$ cat config.mk
export PLATFORM = sky130hd
export DESIGN_NAME = shift_register_universal
export DESIGN_NICKNAME = d
export VERILOG_FILES = /design/src/rtl/shift_register_universal.sv
export SDC_FILE = /design/constraint.sdc
export NUM_CORES = 1
export LEC_CHECK = 0
export CORE_MARGIN = 4
export CORE_UTILIZATION = 40
export CTS_BUF_LIST = sky130_fd_sc_hd__clkbuf_16
export DETAILED_ROUTE_END_ITERATION = 7
export PLACE_DENSITY = 0.84
export SYNTH_ARGS = -nofsm -noshare
export SYNTH_HDL_FRONTEND = slang
export SYNTH_SLANG_ARGS = --single-unit
$ cat constraint.sdc
create_clock -name C -period 1.7 [get_ports C]
set_input_delay 0.17 -clock C [delete_from_list [all_inputs] [get_ports C]]
set_output_delay 0.17 -clock C [all_outputs]
set_load 0.02 [all_outputs]
$ cat src/rtl/shift_register_universal.sv
// Universal shift register: hold, shift left/right, parallel load, clock enable,
// saturating shift counter and a one-cycle word-complete pulse. Optional rotate: SHIFT_REG_ROTATE_EN.
module shift_register_universal #(
   parameter int unsigned           WIDTH   = 8,
   parameter logic [WIDTH-1:0]      RST_VAL = '0
) (
   input  logic                        C,
   input  logic                        R,
   input  logic                        CE,
   input  logic [1:0]                  MODE,
   input  logic                        SIL,
   input  logic                        SIR,
   input  logic [WIDTH-1:0]            D,
`ifdef SHIFT_REG_ROTATE_EN
   input  logic                        ROT,
`endif
   output logic [WIDTH-1:0]            Q,
   output logic                        SOL,
   output logic                        SOR,
   output logic [$clog2(WIDTH+1)-1:0]  CNT,
   output logic                        DONE
);

   localparam int unsigned     CntW   = $clog2(WIDTH + 1);
   localparam logic [CntW-1:0] CntMax = CntW'(WIDTH);

   typedef enum logic [1:0] {
      ModeHold  = 2'b00,
      ModeLeft  = 2'b01,
      ModeRight = 2'b10,
      ModeLoad  = 2'b11
   } mode_e;

   logic [WIDTH-1:0] r_q;
   logic [CntW-1:0]  r_cnt;
   logic             r_done;

   logic [WIDTH-1:0] w_q_d;
   logic [CntW-1:0]  w_cnt_d;
   logic             w_done_d;
   logic [CntW-1:0]  w_cnt_inc;
   logic             w_left_in;
   logic             w_right_in;
   mode_e            w_mode;

   assign w_mode = mode_e'(MODE);

   // Rotation feeds the opposite end back in instead of the serial input.
`ifdef SHIFT_REG_ROTATE_EN
   assign w_left_in  = ROT ? r_q[WIDTH-1] : SIL;
   assign w_right_in = ROT ? r_q[0]       : SIR;
`else
   assign w_left_in  = SIL;
   assign w_right_in = SIR;
`endif

   assign w_cnt_inc = (r_cnt == CntMax) ? r_cnt : r_cnt + CntW'(1);

   always_comb begin
      w_q_d    = r_q;
      w_cnt_d  = r_cnt;
      w_done_d = 1'b0;
      if (CE) begin
         unique case (w_mode)
            ModeHold: begin
               w_q_d   = r_q;
               w_cnt_d = r_cnt;
            end
            ModeLeft: begin
               w_q_d    = {r_q[WIDTH-2:0], w_left_in};
               w_cnt_d  = w_cnt_inc;
               w_done_d = (r_cnt == CntMax - CntW'(1));
            end
            ModeRight: begin
               w_q_d    = {w_right_in, r_q[WIDTH-1:1]};
               w_cnt_d  = w_cnt_inc;
               w_done_d = (r_cnt == CntMax - CntW'(1));
            end
            ModeLoad: begin
               w_q_d   = D;
               w_cnt_d = '0;
            end
            default: begin
               w_q_d   = r_q;
               w_cnt_d = r_cnt;
            end
         endcase
      end
   end

   always_ff @(posedge C) begin
      if (R) begin
         r_q    <= RST_VAL;
         r_cnt  <= '0;
         r_done <= 1'b0;
      end else begin
         r_q    <= w_q_d;
         r_cnt  <= w_cnt_d;
         r_done <= w_done_d;
      end
   end

   assign Q    = r_q;
   assign SOL  = r_q[WIDTH-1];
   assign SOR  = r_q[0];
   assign CNT  = r_cnt;
   assign DONE = r_done;

endmodule
== After elaboration in Yosys (flattened, before gate mapping) ==
Index checks and enable logic that the tools add are counted.
Word-level totals
  register bits: 13
  logic and storage cells: 21
  input port bits: 15
Cells by class
  reductions and logical operators: 5
  add/subtract/negate cells: 1
  mux-type cells: 3
  equality and inequality tests: 6
  bitwise logic cells: 3
Operators with widths (count)
  8-bit one-hot mux with 3 select lines: 1
  4-bit one-hot mux with 2 select lines: 1
  4-bit by 1-bit adder with 4-bit output, second input constant: 1
  2-bit equality test, second input constant: 2
  4-bit by 3-bit equality test with 1-bit output, second input constant: 1
  4-bit equality test, second input constant: 1
  4-bit two-way mux: 1
  1-bit inverter: 3
  3-bit AND reduction: 1
  3-bit OR reduction: 1
  2-bit by 1-bit equality test with 1-bit output, second input constant: 1
  2-bit zero test: 1
  2-bit inequality test, second input constant: 1
  2-bit AND reduction: 1
  2-bit OR reduction: 1

== Logic depth before layout (Yosys ltp) ==
Gate-level depths: netlist of the first run.
  depth in word-level cells: 4
  depth in mapped cells: 6
  mapped depth without buffers: 5

== Least setup slack after synthesis of the first run ==
Ideal clock, no wire load.
  kind: register to register
  start point: register r_cnt[0] (netlist: CNT[0])
  end point: register r_cnt[1] (netlist: CNT[1])
  data required time: 1630 ps
  period minus slack after synthesis: 1588 ps
  path buffers: 0
  cell stages (with the launch flop): 6
  arrival time: 1518 ps
  setup slack: 112 ps
  setup time: 70 ps
  cells stage by stage: dfxtp_1 inv_1 ha_1 and4b_4 or4b_1 a21oi_1
On the way
  longest elaborated chain between the ends: 3
RTL lines
  start, declared: RTL line 35  | logic [CntW-1:0] r_cnt;
  start signal, assigned: RTL line 98  | r_cnt <= w_cnt_d;
  4-bit by 1-bit adder with 4-bit output / 4-bit equality test (equally long branches): RTL line 57  | assign w_cnt_inc = (r_cnt == CntMax) ? r_cnt : r_cnt + CntW'(1);
  4-bit two-way mux / 2-bit inequality test (equally long branches)
  4-bit one-hot mux with 2 select lines / 3-bit AND reduction (equally long branches)
Several ways; a longest one is shown, not always the timed one. The select of a mux whose other input is x is not followed.
A chain may end at the register's enable or synchronous reset.

== Final worst setup path of the first run ==
  start point: input port MODE[0]
  end point: register r_cnt[1] (netlist: CNT[1])
On the way
  longest elaborated chain between the ends: 4
RTL lines
  start, declared: RTL line 10  | input logic [1:0] MODE,
  2-bit equality test / 2-bit by 1-bit equality test with 1-bit output (equally long branches): RTL line 64  | unique case (w_mode)
  2-bit OR reduction (no source line)
  2-bit inequality test (no source line)
  3-bit AND reduction (no source line)
Several ways; a longest one is shown, not always the timed one.

==> results.md, run 1 <==
* List of most frequent post-synthesis cells: dfxtp_1, nor2_1, nand2_1, a22oi_1, a311oi_1
* CTS Sinks at 13
* Nature of the critical path startpoint: primary input
* Max Slew Vio Count at 0
* Detail Route Antenna Nets at 0
* Yosys reg bits at 13
* CP endpoint kind: flop
* Arrival @ worst endpoint at 1.83 ns
* Clk_lat worst skew at 0.24 ns
* Total count of hold-check failures in the final report at 0
* Wirelength per Cell at 16.9 µm
* Clock root buffer: clkbuf_16
* Total power density per cell area at 861 nW/µm²
* Mapped Avg Cell Area at 8.59 µm²
* Top_reg_cell synth: dfxtp_1
* Largest cells by area after synthesis: dfxtp_1, ha_1, a311oi_1
* Number of enable-type register cells in the synthesized netlist at 0
* Share of flip-flops with an asynchronous set or reset after synthesis at 0%
* Total clock buffers created by CTS at 3
* Syn Nets at 102
* Y dimension of the die at 50.0 µm
* Number of design-rule violations left by the first detailed-router iteration at 53
* Critical-path cell with the highest stage delay: clkdlybuf4s50_1
* HPWL after detailed placement at 1500 µm
* Total track usage at 17.9%
* Count of fill cells added during filler insertion at 106
* Largest clock skew in the final design at 0.00256 ns
* Total number of nets in the final design at 139
* Area growth, synth to finish at 65.7%
* Final non-filler cell total at 134
* Final RePlAce weighted congestion at 0.789
* Die Area at 2500 µm²
* Antenna Diode Count at 0
* Clock-pin slew on the worst setup and hold paths at 0.05 ns
* Most used standard cell by instance count after synthesis: dfxtp_1
* Worst path max stage delay at 0.50 ns
* Peak supply drop at 0.801 mV
* Sequential area share after synthesis at 36.9%
* Run status: finished clean
* Residual DRC count at 0
* Syn Inst Count at 82
* Synth area leader: dfxtp_1
* Core area at 1580 µm²
* Buffer levels on the longest clock path at 2
* Cell Count Post-Placement at 130
* Number of antenna violations at the first check in global routing at 0
* Leakage Power at 0.434 nW
* Std cell rows at 14
* DR vias at 808
* Via count of the first global-routing pass at 731
* Fraction of layout instances using a drive strength above 1 at 15.3%
* Number of synthesis warnings at 0
* Classification of the worst setup path: in -> reg
* Required time of the critical path at 1.87 ns
* Synth top area share at 36.9%
* Final setup violation count at 0
* GRT Residual Overflow at 0
* Number of buffers inserted for hold repair after clock tree synthesis at 0
* Cell area after synthesis at 704 µm²
* Count of maximum capacitance violations at 0
* Worst-case headroom to the max-slew limit at 82.1%
* I/O Buffers at 29
* Wire length reported by the detailed router at 2260 µm
* Tmin final at 1.65 ns
* Transition at the pin with the smallest max-transition slack at 0.268 ns
* Post-synth cell types at 24
* Pwr Total at 1.01 mW
* Largest fanout on the critical path at 6
* Number of vias per cell at 6.03
* Total I/O pin count at 30
* CP Cell Sequence: clkdlybuf4s50_1 > inv_2 > ha_4 > and4b_4 > or4b_1 > a21oi_2
* Largest net degree at the start of global routing at 16
* CTS tree: done
* Ratio of final minimum period to clock period at 97.3%
* Tightest Hold Check Type: reg -> reg
* Horizontal die dimension at 50.0 µm
* H-Tree Level Count at 1
* Achievable Freq at 0.604 GHz
* Wire length of the first global-routing pass at 3470 µm
* Drt pass-1 iters at 4
* Initial standard-cell utilization of the core at 44.7%
-- cell type report --
type                    count  area (µm²)  area share (%)
multi-input cells          59         423            36.2
repair buffers             38         370            31.7
flip-flops and latches     13         260            22.3
clock buffers               3        75.1            6.43
well taps                  16        20.0            1.71
inverters                   4        15.0            1.29
clock inverters             1        3.75           0.322
-- where the power goes --
group          total [mW]  switching (mW)  leakage [nW]  internal, mW
Sequential          0.343          0.0197         0.107         0.323
Clock               0.449           0.138        0.0423         0.311
Combinational       0.214          0.0995         0.285         0.114
-- timing repair --
item,in CTS,in global routing
gates resized for setup,1,4
hold endpoints to repair,0,0
endpoints found under the setup margin,2,3
pin swaps,1,1
setup buffers,0,0
-- worst max-delay path: cells and delay by family --
| family | cells | cell delay [ns] |
|---|---|---|
| AO/OA/AOI/OAI | 1 | 0.15 |
| adder cells (fa/ha/maj) | 1 | 0.24 |
| buffers and inverters | 2 | 0.57 |
| AND/OR/NAND/NOR | 2 | 0.69 |
-- flip-flops by register name, indices dropped and copies added, names as in the netlist --
| register | cells |
|---|---|
| CNT | 4 |
| DONE | 1 |
| Q | 8 |
-- metrics by stage --
| stage | setup slack, ns | hold slack, ns | TNS [ns] | util (%) | area (µm²) |
|---|---|---|---|---|---|
| 2_1_floorplan | 0.112 | 0.242 | 0 | - | 704 |
| 3_3_place_gp | -0.178 | 0.481 | -0.665 | 67.5 | 1060 |
| 3_5_place_dp | -0.243 | 0.486 | -1.10 | 67.5 | 1060 |
| 4_1_cts | 0.00317 | 0.496 | 0 | 72.7 | 1150 |
| 5_1_grt | -0.0225 | 0.535 | -0.0233 | 74.0 | 1170 |
| 6_report | 0.0453 | 0.502 | 0 | 74.0 | 1170 |
-- logic make-up (layout without fill, tap and decap cells) --
| family | count (synthesis) | after routing | synth area share [%] |
|---|---|---|---|
| AOI/OAI and AO/OA | 25 | 25 | 25.4 |
| adders and majority gates | 5 | 5 | 8.88 |
| DFF | 13 | 13 | 36.9 |
| and+or+nand+nor | 29 | 29 | 22.4 |
| buffers and inverters | 10 | 46 | 6.39 |
-- per-layer routing --
metal	share of wire (%)	GRT usage, %	vias up
li1	-	-	378
met1	38	23.7	361
met2	48	25.8	58
met3	9.9	4.52	11
met4	3.3	10.6	0
met5	0	0	-
-- placed cells by master (no fill, tap or decap), drive strengths merged, types with 4 or more instances in the layout --
cell type and count:
clkdlybuf4s50 29, dfxtp 13, nor2 10, buf 9
nand2 8, a22oi 7, a311oi 7, inv 5
ha 5, a21oi 4
-- final timing paths --
path	start	endpoint	slack (ns)	cells past startpoint
max	MODE[0]	CNT[1]	0.05	6
min reg2reg	Q[1]	Q[2]	0.50	2
min	Q[1]	Q[2]	0.50	2
max reg2reg	CNT[0]	CNT[1]	0.08	5
Note: power is estimated with default switching activity, not from simulation.
==> inputs of run 2 (changes only) <==
Settings changed: SETUP_SLACK_MARGIN from default to 0.02.
==> results.md, run 2 (synthesized netlist as in run 1, its figures left out) <==
* Run status: finished clean
* Antenna Diode Count at 0 (unchanged)
* Total power density per cell area at 849 nW/µm² (-1.4%)
* Critical path origin: MODE[1]
* Peak supply drop at 0.520 mV (-35%)
* Metal3 WL at 170 µm (-24%)
* Worst path max stage delay at 0.48 ns (-0.02 ns)
* Final core utilization at 74.5% (+0.48 points)
* Ratio of final minimum period to clock period at 96.3% (-1.0 points)
* Sequential cell area in the final layout at 262 µm² (+0.48%)
* RSZ-0062 raised after global routing: false
* Count of fill cells added during filler insertion at 103 (-2.8%)
* Highest metal used: met4
* Required time of the critical path at 1.87 ns (about the same)
* Total clock buffers created by CTS at 3 (unchanged)
* Critical-path cell with the highest stage delay: clkdlybuf4s50_1
* Worst Reg2Reg Path Length in Cells at 5 (unchanged)
* Most frequent cells in the layout: clkdlybuf4s50_1, dfxtp_1, nor2_1, nand2_1, buf_4
* Core area at 1580 µm² (unchanged)
* Final setup violation count at 0 (unchanged)
* Number of buffers inserted for hold repair after clock tree synthesis at 0 (unchanged)
* Wire length reported by the detailed router at 2150 µm (-4.9%)
* Std cell rows at 14 (unchanged)
* GRT Residual Overflow at 0 (unchanged)
* Transition at the pin with the smallest max-transition slack at 0.266 ns (-0.00166 ns)
* Detail Route Antenna Nets at 0 (unchanged)
* CP Cell Sequence: clkdlybuf4s50_1 > inv_1 > ha_4 > and4b_4 > or4_1 > a21oi_1
* Initial standard-cell utilization of the core at 44.7% (unchanged)
* H-Tree Level Count at 1 (unchanged)
* Post-CTS Setup Inserts at 0 (unchanged)
* I/O Buffers at 29 (unchanged)
* Classification of the worst setup path: in -> reg
* Fraction of layout instances using a drive strength above 1 at 16.9% (+1.7 points)
* Residual DRC count at 0 (unchanged)
* Clock root buffer: clkbuf_16
* Most common cell after layout, fill and taps aside: clkdlybuf4s50_1
* Worst setup path end: CNT[2]
* Largest clock skew in the final design at 0.00241 ns (-0.000150 ns)
* Crit Reg-Reg Startpoint: CNT[1]
* Achievable Freq at 0.611 GHz (+1.1%)
* Flip-flop count of the largest register after layout at 8 (unchanged)
* Tightest Hold Check Type: reg -> reg
* Number of design-rule violations left by the first detailed-router iteration at 22 (-58%)
* Setup_tns at 0 ns (unchanged)
* Buffer levels on the longest clock path at 2 (unchanged)
* Final RePlAce weighted congestion at 0.789 (unchanged)
* Die Area at 2500 µm² (unchanged)
* Largest fanout on the critical path at 6 (unchanged)
* Endpoint of the lowest-slack register-to-register path: CNT[2]
* Nature of the critical path startpoint: primary input
* Number of antenna violations at the first check in global routing at 0 (unchanged)
* Drt pass-1 iters at 4 (unchanged)
* Total count of hold-check failures in the final report at 0 (unchanged)
* Met2 WL at 1070 µm (-2.4%)
* Worst hold path startpoint: Q[1]
* Worst reg-to-reg setup slack at 0.07 ns (about the same)
* Worst-case headroom to the max-slew limit at 82.3% (+0.11 points)
* Leakage Power at 0.435 nW (+0.30%)
* Clock-pin slew on the worst setup and hold paths at 0.05 ns (about the same)
* CTS Sinks at 13 (unchanged)
* Horizontal die dimension at 50.0 µm (unchanged)
* Arrival @ worst endpoint at 1.81 ns (-0.02 ns)
* CP endpoint kind: flop
* Via count of the first global-routing pass at 744 (+1.8%)
* Tmin final at 1.64 ns (-0.0174 ns)
* Total number of nets in the final design at 139 (unchanged)
* Wire length of the first global-routing pass at 3500 µm (+0.81%)
* CTS tree: done
* Area growth, synth to finish at 66.8%
* HPWL after detailed placement at 1500 µm (unchanged)
* Max Slew Vio Count at 0 (unchanged)
* Area of the multi-input gates at 429 µm² (+1.5%)
* Largest net degree at the start of global routing at 16 (unchanged)
* DR vias at 793 (-1.9%)
* Total I/O pin count at 30 (unchanged)
* Y dimension of the die at 50.0 µm (unchanged)
* Clk_lat worst skew at 0.24 ns (about the same)
* Count of maximum capacitance violations at 0 (unchanged)
* Total track usage at 18.0% (+0.13 points)
* Met1 wire length at 861 µm (-0.46%)
* Wirelength per Cell at 16.0 µm (-4.9%)
* Number of vias per cell at 5.92 (-1.9%)
[run 2: layout make-up]
| class | instances | area share [%] |
|---|---|---|
| clock buffer | 3 | 6.39 |
| multi-input combinational | 59 | 36.5 |
| clock inverter | 1 | 0.319 |
| timing repair buffer | 38 | 31.5 |
| tap | 16 | 1.70 |
| sequential | 13 | 22.3 |
| inverter | 4 | 1.28 |
[run 2: timing repair]
item                                    4_1_cts  5_1_grt
pin swaps                                     4        0
endpoints found under the setup margin        2        5
resized for setup                             2        5
[run 2: worst min-delay path by stage]
| stage | to | slack [ns] | cells after the start |
|---|---|---|---|
| floorplan | Q[3] | 0.24 | 1 |
| global placement | DONE | 0.48 | 1 |
| detailed placement | Q[2] | 0.49 | 2 |
| CTS | Q[2] | 0.50 | 2 |
| global route | Q[2] | 0.53 | 2 |
| finish | Q[2] | 0.49 | 2 |
[run 2: per-layer routing]
layer	GRT usage, %	vias up
met5	0	-
met4	10.6	0
met2	26.7	40
met1	23.5	367
met3	4.22	8
li1	-	378
[run 2: per-stage QoR]
stage	power (mW)	area [µm²]	hold WS, ns	instances	worst slack [ns]
2_1_floorplan	0.439	704	0.242	82	0.112
3_3_place_gp	0.544	1060	0.481	130	-0.178
3_5_place_dp	0.551	1060	0.486	130	-0.243
4_1_cts	0.997	1160	0.496	134	0.0527
5_1_grt	1.04	1170	0.531	134	0.0249
6_report	0.998	1170	0.493	134	0.0627
[run 2: worst max-delay path, delay by kind of cell]
family	cells	cell delay (ns)
fa+ha+maj	1	0.24
buf+inv	2	0.55
compound gates	1	0.16
simple gates	2	0.68
[run 2: power by group]
| group | switching, mW | internal, mW |
|---|---|---|
| registers | 0.0195 | 0.324 |
| clock network | 0.131 | 0.310 |
| logic | 0.0988 | 0.114 |
| total | 0.249 | 0.749 |
